==> config.mk <==
export PLATFORM = sky130hd
export DESIGN_NAME = kv_cache_sched
export DESIGN_NICKNAME = d
export VERILOG_FILES = /design/src/rtl/kv_cache_sched.sv
export SDC_FILE = /design/constraint.sdc
export NUM_CORES = 1
export LEC_CHECK = 0
export CAP_MARGIN = 30
export CORE_AREA = 2 2 204 206
export CTS_CLUSTER_SIZE = 25
export DETAILED_ROUTE_END_ITERATION = 12
export DIE_AREA = 0 0 206 208
export PLACE_DENSITY = 0.78
export SLEW_MARGIN = 20
export SYNTH_ARGS = -nofsm -noshare
export SYNTH_HDL_FRONTEND = slang
export SYNTH_SLANG_ARGS = --single-unit
==> constraint.sdc <==
create_clock -name clk -period 12.5 [get_ports clk]
set_input_delay 2.5 -clock clk [delete_from_list [all_inputs] [get_ports clk]]
set_output_delay 2.5 -clock clk [all_outputs]
set_load 0.01 [all_outputs]
==> src/rtl/kv_cache_sched.sv <==
// rtl/kv_cache_sched.sv - write/read-burst scheduler and arbiter for the shared K/V cache pair
// KV_RING_EN: sliding-window mode; writes while full overwrite the oldest token and advance head.
module kv_cache_sched #(
  parameter int MAX_SEQ_LEN = 2048,
  parameter int HEADS       = 12,
  parameter int DW          = 4,
  parameter int AW          = $clog2(MAX_SEQ_LEN),
  parameter int RW          = HEADS * DW
) (
  input  logic          clk,
  input  logic          rst,
  input  logic          clr,
  input  logic          wr_valid,
  output logic          wr_ready,
  input  logic [RW-1:0] wr_k,
  input  logic [RW-1:0] wr_v,
  input  logic          rd_req,
  output logic          rd_busy,
  output logic          rd_valid,
  input  logic          rd_ready,
  output logic [RW-1:0] rd_k,
  output logic [RW-1:0] rd_v,
  output logic [AW-1:0] rd_idx,
  output logic          rd_last,
  output logic          rd_done,
  output logic [AW:0]   seq_len,
  output logic          full,
  output logic          ovf,
  output logic          mem_we,
  output logic          mem_re,
  output logic [AW-1:0] mem_addr,
  output logic [RW-1:0] mem_kdin,
  output logic [RW-1:0] mem_vdin,
  input  logic [RW-1:0] mem_kdout,
  input  logic [RW-1:0] mem_vdout
);
  localparam logic [1:0] S_IDLE  = 2'd0;
  localparam logic [1:0] S_WRITE = 2'd1;
  localparam logic [1:0] S_READ  = 2'd2;
  localparam logic [1:0] S_DRAIN = 2'd3;
  localparam logic [AW:0] MAX_LEN = (AW+1)'(MAX_SEQ_LEN);

  logic [1:0]    state;
  logic [AW-1:0] head;
  logic [AW:0]   burst_len;
  logic [AW:0]   issue_cnt;
  logic [AW:0]   push_cnt;
  logic          last_wr;
  logic          ret_v;
  logic [RW-1:0] fifo_k [3];
  logic [RW-1:0] fifo_v [3];
  logic [AW-1:0] fifo_i [3];
  logic [1:0]    wptr, rptr, fcnt;
  logic          wr_ok, grant_w, grant_r, pop, can_issue;
  logic [2:0]    occ;
  logic [AW-1:0] tail_addr, rd_addr;

  function automatic logic [AW-1:0] wrap(input logic [AW:0] a);
    return (a >= MAX_LEN) ? AW'(a - MAX_LEN) : AW'(a);
  endfunction

  function automatic logic [1:0] ptr_inc(input logic [1:0] p);
    return (p == 2'd2) ? 2'd0 : p + 2'd1;
  endfunction

  assign full = (seq_len == MAX_LEN);
`ifdef KV_RING_EN
  assign wr_ok = wr_valid;
`else
  assign wr_ok = wr_valid && !full;
`endif
  // Writer wins contention unless it also took the previous grant.
  assign grant_w  = rst && !clr && (state == S_IDLE) && wr_ok && (!rd_req || !last_wr);
  assign grant_r  = rst && !clr && (state == S_IDLE) && rd_req && !grant_w;
  assign wr_ready = grant_w;

  assign tail_addr = wrap({1'b0, head} + seq_len);
  assign rd_addr   = wrap({1'b0, head} + issue_cnt);

  assign rd_valid = (fcnt != 2'd0);
  assign pop      = rd_valid && rd_ready;
  assign rd_k     = rd_valid ? fifo_k[rptr] : '0;
  assign rd_v     = rd_valid ? fifo_v[rptr] : '0;
  assign rd_idx   = rd_valid ? fifo_i[rptr] : '0;
  assign rd_last  = rd_valid && ({1'b0, fifo_i[rptr]} == burst_len - 1'b1);

  // Reads in flight plus buffered beats never exceed the 3-entry buffer; a pop this cycle frees a slot.
  assign occ       = {1'b0, fcnt} + {2'b0, ret_v} + {2'b0, mem_re};
  assign can_issue = (state == S_READ) && (occ < 3'd3 + {2'b0, pop});

  always_ff @(posedge clk) begin
    if (ret_v) begin
      fifo_k[wptr] <= mem_kdout;
      fifo_v[wptr] <= mem_vdout;
      fifo_i[wptr] <= push_cnt[AW-1:0];
    end
  end

  always_ff @(posedge clk) begin
    if (!rst || clr) begin
      state     <= S_IDLE;
      seq_len   <= '0;
      head      <= '0;
      ovf       <= 1'b0;
      wptr      <= '0;
      rptr      <= '0;
      fcnt      <= '0;
      ret_v     <= 1'b0;
      mem_we    <= 1'b0;
      mem_re    <= 1'b0;
      rd_busy   <= 1'b0;
      rd_done   <= 1'b0;
      burst_len <= '0;
      issue_cnt <= '0;
      push_cnt  <= '0;
      if (!rst) begin
        last_wr  <= 1'b0;
        mem_addr <= '0;
        mem_kdin <= '0;
        mem_vdin <= '0;
      end
    end else begin
      mem_we  <= 1'b0;
      mem_re  <= 1'b0;
      rd_done <= 1'b0;
      ret_v   <= mem_re;
      if (ret_v) begin
        wptr     <= ptr_inc(wptr);
        push_cnt <= push_cnt + 1'b1;
      end
      if (pop) rptr <= ptr_inc(rptr);
      fcnt <= fcnt + {1'b0, ret_v} - {1'b0, pop};
`ifndef KV_RING_EN
      if (wr_valid && full) ovf <= 1'b1;
`endif
      case (state)
        S_IDLE: begin
          if (grant_w) begin
            mem_we   <= 1'b1;
            mem_addr <= tail_addr;
            mem_kdin <= wr_k;
            mem_vdin <= wr_v;
            last_wr  <= 1'b1;
            state    <= S_WRITE;
`ifdef KV_RING_EN
            if (full) head <= wrap({1'b0, head} + 1'b1);
            else      seq_len <= seq_len + 1'b1;
`else
            seq_len <= seq_len + 1'b1;
`endif
          end else if (grant_r) begin
            last_wr   <= 1'b0;
            burst_len <= seq_len;
            push_cnt  <= '0;
            if (seq_len == '0) begin
              rd_done <= 1'b1;
            end else begin
              mem_re    <= 1'b1;
              mem_addr  <= head;
              issue_cnt <= (AW+1)'(1);
              rd_busy   <= 1'b1;
              state     <= (seq_len == (AW+1)'(1)) ? S_DRAIN : S_READ;
            end
          end
        end
        S_WRITE: state <= S_IDLE;
        S_READ: begin
          if (can_issue) begin
            mem_re    <= 1'b1;
            mem_addr  <= rd_addr;
            issue_cnt <= issue_cnt + 1'b1;
            if (issue_cnt + 1'b1 == burst_len) state <= S_DRAIN;
          end
        end
        S_DRAIN: begin
          if (pop && rd_last) begin
            rd_done <= 1'b1;
            rd_busy <= 1'b0;
            state   <= S_IDLE;
          end
        end
        default: state <= S_IDLE;
      endcase
    end
  end
endmodule

==> out/metrics.yaml <==
status: "completed"
post_drt_via_cell_ratio: 5.34
rows: 74
route.met2.wl_um: 24300
nets: 2142
max_cap_violations: 0
routedWlPerCell_um: 19.9
hold_path.class: "reg2reg"
grt_max_degree: 98
endpoint_kind: "output pin"
portBuffers: 432
max_freq_mhz: 133
drc: 0
fin_tns_setup_ns: 0
crit_fanout: 59
maxSlewViolCount: 0
ys.warnings.count: 0
reg2reg_depth: 9
ant_nets: 0
gp_congestion: 0.909
routed_wl_um: 49900
async_reset_ff_share_pct: 0
p_leak_nw: 8.93
period_needed_ns: 7.53
numCtsBuffers: 49
min_to: "rd_busy$_SDFFE_PN0P_"
die_w_um: 206
min_from: "rd_busy$_SDFFE_PN0P_"
grtUsageTotal_pct: 22.9
synthToLayoutAreaGrowth_pct: 32.0
antenna_found_initial: 11
crit_top_cell: "clkdlybuf4s50_1"
cts_buffer_depth: 3
cp_data_arrival_time_ns: 5.03
cts_max_level: 2
slowest_delay_ns: 0.60
finalSetupViolCount: 0
syn_area_per_cell_um2: 13.3
tightestPinTransition_ns: 0.938
startpoint_type: "input pin"
hold-path-cell-count: 2
top_layer_used: "met5"
gr-total-overflow: 0
fin_util_pct: 65.4
ys_seq_area_share_pct: 70.4
hold_buffers: 0
cts_sinks: 492
routed-wl-met3_um: 4660
hpwl_um: 32800
worstPathRequired_ns: 10.00
clkTransAtPathRegs_ns: 0.06
grt_pass1_wl_um: 75100
rr_endpoint: "state[0]$_SDFFE_PN0P_"
drtIter0Drc: 896
crit_type: "in2out"
floorplan.initialDensity_pct: 49.5
clockRootBuffer: "clkbuf_16"
first_pass_iters: 5
wl_met1_um: 18500
finalHoldViolations: 0
max_slew_margin_pct: 37.5
p_per_area_mw_per_mm2: 128
cts_resized: 0
synthesis.area_mm2: 0.0201
grt_pass1_vias: 13426
worstSkewPairLatency_ns: 0.58
peakVddDrop_mv: 0.118
core-area_mm2: 0.0406
crit_path_top_delay_cell: "clkdlybuf4s50_1"
fin_worst_skew_ns: 0.0217
rsz0062_at_grt: "false"
regToRegSetupSlack_ns: 8.83
syn-num-nets: 1725
die_h_um: 208
worstPathCellList: "clkdlybuf4s50_1 -> nand2b_2 -> buf_4 -> a211oi_1 -> nand2b_1 -> inv_4 -> clkdlybuf4s50_1"
synth-seq-cells: 492
synth_edf_count: 429
yosysUniqueCellTypes: 68
cts_tree: "built"
vias: 13401
dieArea_mm2: 0.0428
postCtsSetupBuffers: 0
netlist_instances: 1512
min_period_over_period_pct: 60.2
drive_gt1_share_pct: 6.15
boundaryPins: 433
synth_ff_type: "edfxtp_1"
critical path: cells and delay by family:
family | cells | cell delay (ns)
AO/OA/AOI/OAI | 1 | 0.33
buffers and inverters | 4 | 1.67
AND/OR/NAND/NOR | 2 | 0.51
per-layer routing:
layer / up-vias / global-route usage, %
li1: 6312 / -
met1: 6421 / 27.5
met2: 550 / 37.5
met3: 112 / 6.25
met4: 6 / 12.5
met5: - / 0
cell usage after synthesis (11+ instances only):
| library cell | count | area (µm²) |
|---|---|---|
| nand2_1 | 64 | 240 |
| ha_1 | 14 | 175 |
| or3_1 | 14 | 87.6 |
| a21oi_1 | 149 | 746 |
| nor2_1 | 246 | 923 |
| nand3_1 | 26 | 130 |
| nor3_1 | 12 | 60.1 |
| edfxtp_1 | 429 | 12900 |
| xor2_1 | 25 | 219 |
| clkbuf_1 | 74 | 278 |
| and3_1 | 11 | 68.8 |
| xnor2_1 | 22 | 193 |
| and2_1 | 101 | 632 |
| nand4_1 | 15 | 93.8 |
| mux2i_1 | 107 | 1070 |
| dfxtp_1 | 63 | 1260 |
| inv_1 | 17 | 63.8 |
| o21ai_0 | 19 | 95.1 |
power by group:
part | total, mW | internal [mW] | switching (mW) | leakage (nW)
sequential | 1.82 | 1.81 | 0.00742 | 4.50
combinational | 0.177 | 0.104 | 0.0730 | 3.69
clock | 1.40 | 0.791 | 0.607 | 0.741
registers in the layout, summed over array words and instances (netlist names), 2 cells and up, named ones only:
register	cells
push_cnt	11
fcnt	2
seq_len	12
rptr	2
fifo_v	144
mem_addr	11
issue_cnt	12
wptr	2
burst_len	12
fifo_k	144
mem_kdin	48
fifo_i	33
mem_vdin	48
state	2
worst max-delay path by stage:
stage | from | end | slack, ns | cells past startpoint
after floorplan | ret_v$_SDFF_PN0_ | fifo_i[1][0]$_DFFE_PP_ | 3.22 | 3
after global placement | clr | wr_ready | 4.41 | 7
after detailed placement | clr | wr_ready | 4.30 | 7
after CTS | clr | wr_ready | 4.26 | 7
after global routing | clr | wr_ready | 4.86 | 7
final | clr | wr_ready | 4.97 | 7
per-stage QoR:
stage          setup WS, ns  hold WS (ns)  area, µm²  power, mW  cells
2_1_floorplan          3.22         0.459      20100       1.90   1512
6_report               4.97         0.481      26500       3.39   2509
3_5_place_dp           4.30         0.470      24900       2.03   2407
5_1_grt                4.86         0.504      26500       3.50   2509
3_3_place_gp           4.41         0.466      24900       2.02   2406
4_1_cts                4.26         0.478      26400       3.42   2498
cell type report:
type / instances / area [µm²]
sequential: 492 / 14200
fill: 2959 / 14000
multi-input combinational: 915 / 5570
timing repair buffer: 452 / 4520
clock buffer: 61 / 1280
tap: 532 / 666
clock inverter: 30 / 234
inverter: 19 / 73.8
antenna: 8 / 20.0
cells by family after synthesis:
kind of cell | count (synthesis) | synth area share [%]
flops | 492 | 70.4
mux | 116 | 5.91
xor+xnor | 47 | 2.05
simple gates | 532 | 12.9
compound gates | 205 | 5.74
fa+ha+maj | 15 | 0.971
buf+inv | 105 | 2.07
layout by cell type (no fill, tap or decap), types with 7 or more instances in the layout:
master             n
a211oi_1           8
a21oi_1          149
and2_1           101
and3_1            11
buf_4             16
clkbuf_1          11
clkbuf_16         49
clkdlybuf4s50_1  432
clkinv_1          13
clkinv_2           7
dfxtp_1           61
diode_2            8
edfxtp_1         429
ha_1              14
inv_1             17
mux2i_1          107
nand2_1           63
nand3_1           26
nand4_1           15
nor2_1           245
nor3_1            11
o21ai_0           19
or3_1             14
xnor2_1           22
xor2_1            25
Power figures use the tool's default switching activity.
